File: config.mk
export PLATFORM = sky130hd
export DESIGN_NAME = cia_serial_link
export DESIGN_NICKNAME = d
export VERILOG_FILES = /design/src/rtl/cia_serial_link.sv
export SDC_FILE = /design/constraint.sdc
export NUM_CORES = 1
export LEC_CHECK = 0
export CAP_MARGIN = 20
export CORE_ASPECT_RATIO = 0.7
export CORE_MARGIN = 5
export CORE_UTILIZATION = 41
export DETAILED_ROUTE_END_ITERATION = 7
export GPL_TIMING_DRIVEN = 0
export PLACE_DENSITY = 0.71
export SLEW_MARGIN = 20
export SYNTH_ARGS = -nofsm -noshare
export SYNTH_HDL_FRONTEND = slang
export SYNTH_SLANG_ARGS = --single-unit
File: constraint.sdc
create_clock -name clk -period 2.65 [get_ports clk]
set_input_delay 0.6625 -clock clk [delete_from_list [all_inputs] [get_ports clk]]
set_output_delay 0.6625 -clock clk [all_outputs]
set_load 0.005 [all_outputs]
File: src/rtl/cia_serial_link.sv
// Byte-level serial peer for the CIA SP/CNT pins: receives bytes clocked out by the CIA
// on CNT rising edges and transmits host bytes MSB-first while generating CNT itself.
module cia_serial_link #(
  parameter int CNT_HALF   = 4,
  parameter int RX_TIMEOUT = 64,
  parameter int GAP        = 8
) (
  input  logic       clk,
  input  logic       reset,
  input  logic       phi2_p,
  input  logic       cia_sp_out,
  input  logic       cia_cnt_out,
  output logic       cia_sp_in,
  output logic       cia_cnt_in,
  input  logic [7:0] tx_data,
  input  logic       tx_valid,
  output logic       tx_ready,
  output logic [7:0] rx_data,
  output logic       rx_valid,
  output logic       rx_error,
  output logic       busy
);

  typedef enum logic [1:0] {IDLE, LOW, HIGH, TAIL} tx_state_t;

  localparam logic [15:0] HALF_LAST = 16'(CNT_HALF - 1);
  localparam logic [15:0] GAP_LAST  = 16'(GAP - 1);
  localparam logic [15:0] TO_LAST   = 16'(RX_TIMEOUT - 1);

  logic        cnt_prev;
  logic [6:0]  shift_rx;
  logic [2:0]  rx_cnt;
  logic [15:0] rx_to;
  logic        rx_rise;
  logic        rx_active;

  tx_state_t   state;
  logic [15:0] tick;
  logic [2:0]  tx_bit;
  logic [7:0]  shift_tx;

  assign rx_rise   = cia_cnt_out & ~cnt_prev;
  assign rx_active = (rx_cnt != 3'd0);
  assign tx_ready  = (state == IDLE) & ~rx_active;
  assign busy      = rx_active | (state != IDLE);

  // Receive: edges are detected every clk; only the mid-byte timeout is paced by phi2_p,
  // and a coincident edge takes priority over the timeout expiry.
  always_ff @(posedge clk) begin
    if (reset) begin
      cnt_prev <= 1'b1;
      shift_rx <= '0;
      rx_cnt   <= '0;
      rx_to    <= '0;
      rx_data  <= '0;
      rx_valid <= 1'b0;
      rx_error <= 1'b0;
    end else begin
      cnt_prev <= cia_cnt_out;
      rx_valid <= 1'b0;
      rx_error <= 1'b0;
      if (rx_rise) begin
        shift_rx <= {shift_rx[5:0], cia_sp_out};
        rx_cnt   <= rx_cnt + 3'd1;
        rx_to    <= '0;
        if (rx_cnt == 3'd7) begin
          rx_data  <= {shift_rx, cia_sp_out};
          rx_valid <= 1'b1;
        end
      end else if (rx_active && phi2_p) begin
        if (rx_to == TO_LAST) begin
          rx_cnt   <= '0;
          rx_to    <= '0;
          shift_rx <= '0;
          rx_error <= 1'b1;
        end else begin
          rx_to <= rx_to + 16'd1;
        end
      end
    end
  end

  // Transmit: SP/CNT are registered and updated on the state transitions themselves,
  // so the pins change in the same clk the state does.
  always_ff @(posedge clk) begin
    if (reset) begin
      state      <= IDLE;
      tick       <= '0;
      tx_bit     <= '0;
      shift_tx   <= '0;
      cia_cnt_in <= 1'b1;
      cia_sp_in  <= 1'b1;
    end else begin
      case (state)
        IDLE: begin
          if (tx_valid && tx_ready) begin
            shift_tx   <= tx_data;
            tx_bit     <= '0;
            tick       <= '0;
            cia_cnt_in <= 1'b0;
            cia_sp_in  <= tx_data[7];
            state      <= LOW;
          end
        end
        LOW: begin
          if (phi2_p) begin
            if (tick == HALF_LAST) begin
              tick       <= '0;
              cia_cnt_in <= 1'b1;
              state      <= HIGH;
            end else begin
              tick <= tick + 16'd1;
            end
          end
        end
        HIGH: begin
          if (phi2_p) begin
            if (tick == HALF_LAST) begin
              tick <= '0;
              if (tx_bit == 3'd7) begin
                cia_sp_in <= 1'b1;
                state     <= TAIL;
              end else begin
                shift_tx   <= {shift_tx[6:0], 1'b0};
                cia_sp_in  <= shift_tx[6];
                tx_bit     <= tx_bit + 3'd1;
                cia_cnt_in <= 1'b0;
                state      <= LOW;
              end
            end else begin
              tick <= tick + 16'd1;
            end
          end
        end
        TAIL: begin
          if (phi2_p) begin
            if (tick == GAP_LAST) begin
              tick  <= '0;
              state <= IDLE;
            end else begin
              tick <= tick + 16'd1;
            end
          end
        end
        default: state <= IDLE;
      endcase
    end
  end

endmodule

### Yosys cells after proc, flatten, opt, wreduce, memory -nomap -nowiden

Index checks and enable logic that the tools add are counted.

| word-level totals | value |
|---|---|
| output and inout bits | 14 |
| bits of input ports | 14 |
| word-level logic and storage cells | 107 |
| flip-flop bits (word level) | 67 |

| cells by class | value |
|---|---|
| muxes and demuxes | 46 |
| bitwise gates (word level) | 7 |
| add/subtract/negate cells | 4 |
| reduce and logical (&&, ||, !) cells | 20 |
| equal/unequal tests | 17 |

Operators with widths:

| cell | number |
|---|---|
| $mux W16 | 6 |
| $mux W7 | 7 |
| $pmux W16 S3 | 1 |
| $add A16 B1 Y16 const B | 2 |
| $mux W3 | 7 |
| $eq A16 B2 Y1 const B | 1 |
| $eq A16 B3 Y1 const B | 1 |
| $eq A16 B6 Y1 const B | 1 |
| $mux W2 | 8 |
| $ne A2 B2 Y1 const B | 7 |
| $pmux W7 S2 | 1 |
| $reduce_and A7 Y1 | 2 |
| $mux W1 | 12 |
| $pmux W2 S4 | 1 |
| $reduce_bool A2 Y1 | 4 |
| $add A3 B1 Y3 const B | 2 |
| $eq A3 B3 Y1 const B | 2 |
| $pmux W3 S2 | 1 |
| $reduce_bool A3 Y1 | 2 |
| $reduce_or A2 Y1 | 3 |
| $reduce_and A5 Y1 | 1 |
| $eq A2 B2 Y1 const B | 2 |
| $ne A2 B1 Y1 const B | 2 |
| $not A1 Y1 | 4 |
| 11 further kinds | 14 |

### Depth between registers and ports, before layout

| depth | value |
|---|---|
| depth after elaboration | 6 |
| gate-level depth with buffers | 9 |
| mapped depth without buffers | 7 |

### Worst setup path before layout

No wires, ideal clock.

| timing | value |
|---|---|
| kind | register -> register |
| from | register tick[0] |
| to | register tick[0] |
| required time | 2.535 ns |
| stages on the path, launching flop included | 8 |
| data arrival time | 1.997 ns |
| path slack | 0.538 ns |
| cells stage by stage | dfxtp_1 > ha_1 > or4b_2 > nor4_4 > o22ai_1 > o21ai_1 > buf_4 > nor2_1 |

| between the ends | value |
|---|---|
| word-level cells in the longest chain between the ends | 4 |
| elaborated cells on any way between the ends | 8 |

Ends and longest elaborated chain:

| item | line | RTL |
|---|---|---|
| from (decl) | 38 | `logic [15:0] tick;` |
| from (signal assigned) | 112 | `tick <= tick + 16'd1;` |
| from (signal assigned) | 131 | `tick <= tick + 16'd1;` |
| from (signal assigned) | 141 | `tick <= tick + 16'd1;` |
| $add A16 B1 Y16, or another cell as far along | 112, 131, 141 |  |
| $mux W16 (on tied branches) | 137, 107, 118 |  |
| $mux W16 (on tied branches) | 136, 106 |  |
| $pmux W16 S3 * | 94 | `case (state)` |

Mark *: on every way between the ends. The rest lies on a longest branch, timed or not. The select of a mux whose other input is x is not followed.
A chain may end at the register's enable or synchronous reset.

### Worst setup path after layout

| timing | value |
|---|---|
| from | register state[1] |
| to | output busy |

| between the ends | value |
|---|---|
| word-level cells in the longest chain between the ends | 2 |

Ends and longest elaborated chain:

| item | line | RTL |
|---|---|---|
| from (decl) | 37 | `tx_state_t state;` |
| from (signal assigned) | 87 | `state <= IDLE;` |
| from (signal assigned) | 102 | `state <= LOW;` |
| from (signal assigned) | 110 | `state <= HIGH;` |
| $reduce_bool A2 Y1 | 45 | `assign busy = rx_active \| (state != IDLE);` |
| $or A1 B1 Y1 | 45 |  |
| to (decl) | 21 | `output logic busy` |

No other way between the ends.

==> summary.md <==
| Metric | Value |
|---|---|
| Clock power share | `between 40% and 50%` |
| Total Nets Final | `about 440` |
| CTS resizes | `0` |
| Core area | `just under 8000 µm²` |
| Slew HR | `~44%` |
| Worst hold slack | `452 ps` |
| Worst Setup End Kind | `output port` |
| Initial antenna violation count | `0` |
| CTS Hold Bufs | `0` |
| DP Cell Count | `roughly 500` |
| Worst reg2reg path depth | `7` |
| Crit-path max FO | `6` |
| Placement Setup Slack | `-81.3 ps` |
| Largest net degree at the start of global routing | `14` |
| Combinational share of power | `between 20 and 25%` |
| Final worst path period need | `roughly 2600 ps` |
| Register area | `1340 µm²` |
| Slew Viols, Final | `0` |
| Synth warnings | `0` |
| WL final | `roughly 7.7 mm` |
| Area grow syn2layout | `22.2%` |
| Critical path origin | `state[1]` |
| Worst-margin pin slew | `approximately 840 ps` |
| Max-cap violations | `0` |
| Fin cells | `approximately 520` |
| Drt wl/cell | `14.9 µm` |
| Clk Tree Root Cell | `clkbuf_16` |
| Power share of the sequential group | `between 30 and 40%` |
| Crit path kind | `reg2out` |
| Switching Power | `928 µW` |
| Maximum buffer depth of the clock tree | `2` |
| GPL Wtd Cong | `~0.84` |
| Status | `complete, no violations` |
| CTS Buf Count | `9` |
| Fmax | `between 300 and 400 MHz` |
| Yosys reg bits | `between 60 and 70` |
| P_leak | `about 1.4 nW` |
| Final setup vio count | `0` |
| Setup Fix Bufs, Post-CTS | `0` |
| Share of layout cells above drive strength 1 | `under 10%` |
| # port buffers | `26` |
| Die H | `about 85 µm` |
| Setup WS post-layout | `96.8 ps` |
| RSZ-0062 raised after global routing | `no` |
| Pwr per Cell Area | `about 790 nW/µm²` |
| Startpoint Class | `flip-flop` |
| Number of flops mapped to enable cells by yosys | `0` |
| DRC Markers | `0` |
| Synthesized cell area | `~3300 µm²` |
| Filler instances | `722` |
| Switching share of total power | `29.6%` |
| Top post-synthesis cells by area | `dfxtp_1 41%, xnor2_1 5.1%, ha_1 5.0%` |
| First-pass GRT wire length | `between 10 and 15 mm` |
| Library cells used by synthesis | `49` |
| DP Area | `3640 µm²` |
| Layout Utilization | `about 51%` |
| DP HPWL | `about 5.4 mm` |
| Drt pass-1 iters | `4` |
| Worst-Skew Late Latency | `roughly 330 ps` |
| Internal | `about 2.2 mW` |
| Worst Hold End | `rx_data[5]` |
| Reg-to-Reg Start | `tick[0]` |
| H-tree depth | `3` |
| Worst hold path class | `reg2reg` |
| Hold Crit Depth | `2` |
| Die footprint | `9840 µm²` |
| Clock sink count | `67` |
| Asr flop ratio synth | `0%` |
| Data required time of the worst path | `just under 2000 ps` |
| Hold path startpoint | `rx_data[5]` |
| Vias per cell | `approximately 5.4` |
| Synth Flop Type | `dfxtp_1` |
| Setup total negative slack | `0 ps` |
| N_diodes | `0` |
| Gr ovfl total | `0` |
| Via count | `2804` |
| Post-DRT Antenna Nets | `0` |
| Worst EP arrival | `~1900 ps` |
| Mean post-synth cell area | `8.74 µm²` |
| Synth Net Count | `399` |
| Largest area contributor in the netlist | `dfxtp_1` |
| Reg clk slew, reported paths | `roughly 60 ps` |
| Crit share post-route | `a little over nine tenths` |
| Mapped Cells | `around 370` |
| Max rail drop VDD | `456 µV` |
| Finished Cell Area | `3980 µm²` |
| Area of the multi-input gates | `between 1500 and 2000 µm²` |
| Row Count | `27` |
| Top-area cell type share of the netlist area | `between 40% and 50%` |
| Die extent in x | `116 µm` |
| Final Hold Viols | `0` |
| CTS tree | `built` |
| Drt first-iter violations | `~170` |
| GRT Resource Usage Total | `between 10% and 20%` |
| Final Total Pwr | `3.13 mW` |
| Post-synthesis sequential area ratio | `between 40% and 50%` |
| Setup slack, reg-to-reg | `190 ps` |
| Number of global-route vias before repair | `about 2700` |
| Number of I/O pins | `28` |
| R2R Path End | `tick[6]` |
| Initial Util | `between 40% and 50%` |
| Worst Clk Skew | `between 7 and 8 ps` |
-- critical path, cell delays in order, from the launching register on --
cell             delay [ps]
dfxtp_1                 420
inv_1                   120
ha_1                    260
inv_2                   140
nor2_2                   70
inv_1                    60
clkdlybuf4s50_1         490
-- power by group through the flow --
stage | clock network (mW) | registers [mW] | logic (mW)
2_1_floorplan | 0 | 1.13 | 0.451
6_report | 1.33 | 1.13 | 0.674
3_3_place_gp | 0 | 1.14 | 0.641
3_5_place_dp | 0 | 1.15 | 0.657
5_1_grt | 1.40 | 1.13 | 0.752
4_1_cts | 1.35 | 1.12 | 0.665
-- worst max path at each step --
| stage | endpoint | slack, ps | depth (start not counted) |
|---|---|---|---|
| after CTS | busy | 20 | 6 |
| final | busy | 100 | 6 |
| after global routing | busy | 4 | 6 |
| after detailed placement | rx_to[11] | -80 | 7 |
| after global placement | tick[13] | -10 | 6 |
| after floorplan | tick[0] | 540 | 7 |
-- synth_stat cells (5+ instances only) --
cell      number
xor2_1         6
nor2b_1        8
nand3_1       24
ha_1          13
nand2b_1       5
a311oi_1       5
xnor2_1       19
nor4_1         6
and4_1         6
nor2_1        43
dfxtp_1       67
clkbuf_1      10
a221oi_1       6
a21oi_1       20
nand2_1       30
inv_1         13
nor3_1        22
nand4_1       10
a22o_1         8
-- cell type report --
| cell class | count | share of cell area [%] |
|---|---|---|
| Sequential cell | 67 | 33.7 |
| Buffer | 16 | 1.83 |
| Tap cell | 101 | 3.18 |
| Timing Repair Buffer | 26 | 6.55 |
| Clock inverter | 6 | 2.39 |
| Clock buffer | 10 | 6.01 |
| Multi-Input combinational cell | 276 | 45.1 |
| Inverter | 13 | 1.23 |
-- cell usage in the layout (no fill, tap or decap), drive strengths merged, types with 8 or more instances in the layout --
master / count
nor2b: 8
a22o: 8
dfxtp: 67
nand2: 30
nor3: 22
clkbuf: 20
ha: 13
a21oi: 20
clkdlybuf4s50: 26
nand3: 24
xnor2: 19
inv: 16
nand4: 11
nor4: 8
nor2: 43
-- sequential cells by signal, indices dropped and copies added, names as in the netlist, 2 cells and up --
signal	flops
shift_rx	7
tick	16
state	2
shift_tx	7
rx_to	16
tx_bit	3
rx_cnt	3
rx_data	8
-- routing by layer --
layer	GRT usage (%)	part of all wire (%)	up-vias	wire (µm)
met5	0	0	-	0
met4	3.06	0.51	0	39
met3	5.19	6.0	8	462
met2	23.5	42	70	3220
met1	23.2	51	1304	3940
li1	-	-	1422	-
-- kinds of logic after synthesis --
kind of cell,count (synthesis),synth area share [%]
mux,1,0.346
buf+inv,29,3.73
simple gates,176,29.6
compound gates,61,13.4
xor+xnor,25,6.73
fa+ha+maj,13,5.00
flops,67,41.2
Note: power is estimated with default switching activity, not from simulation.
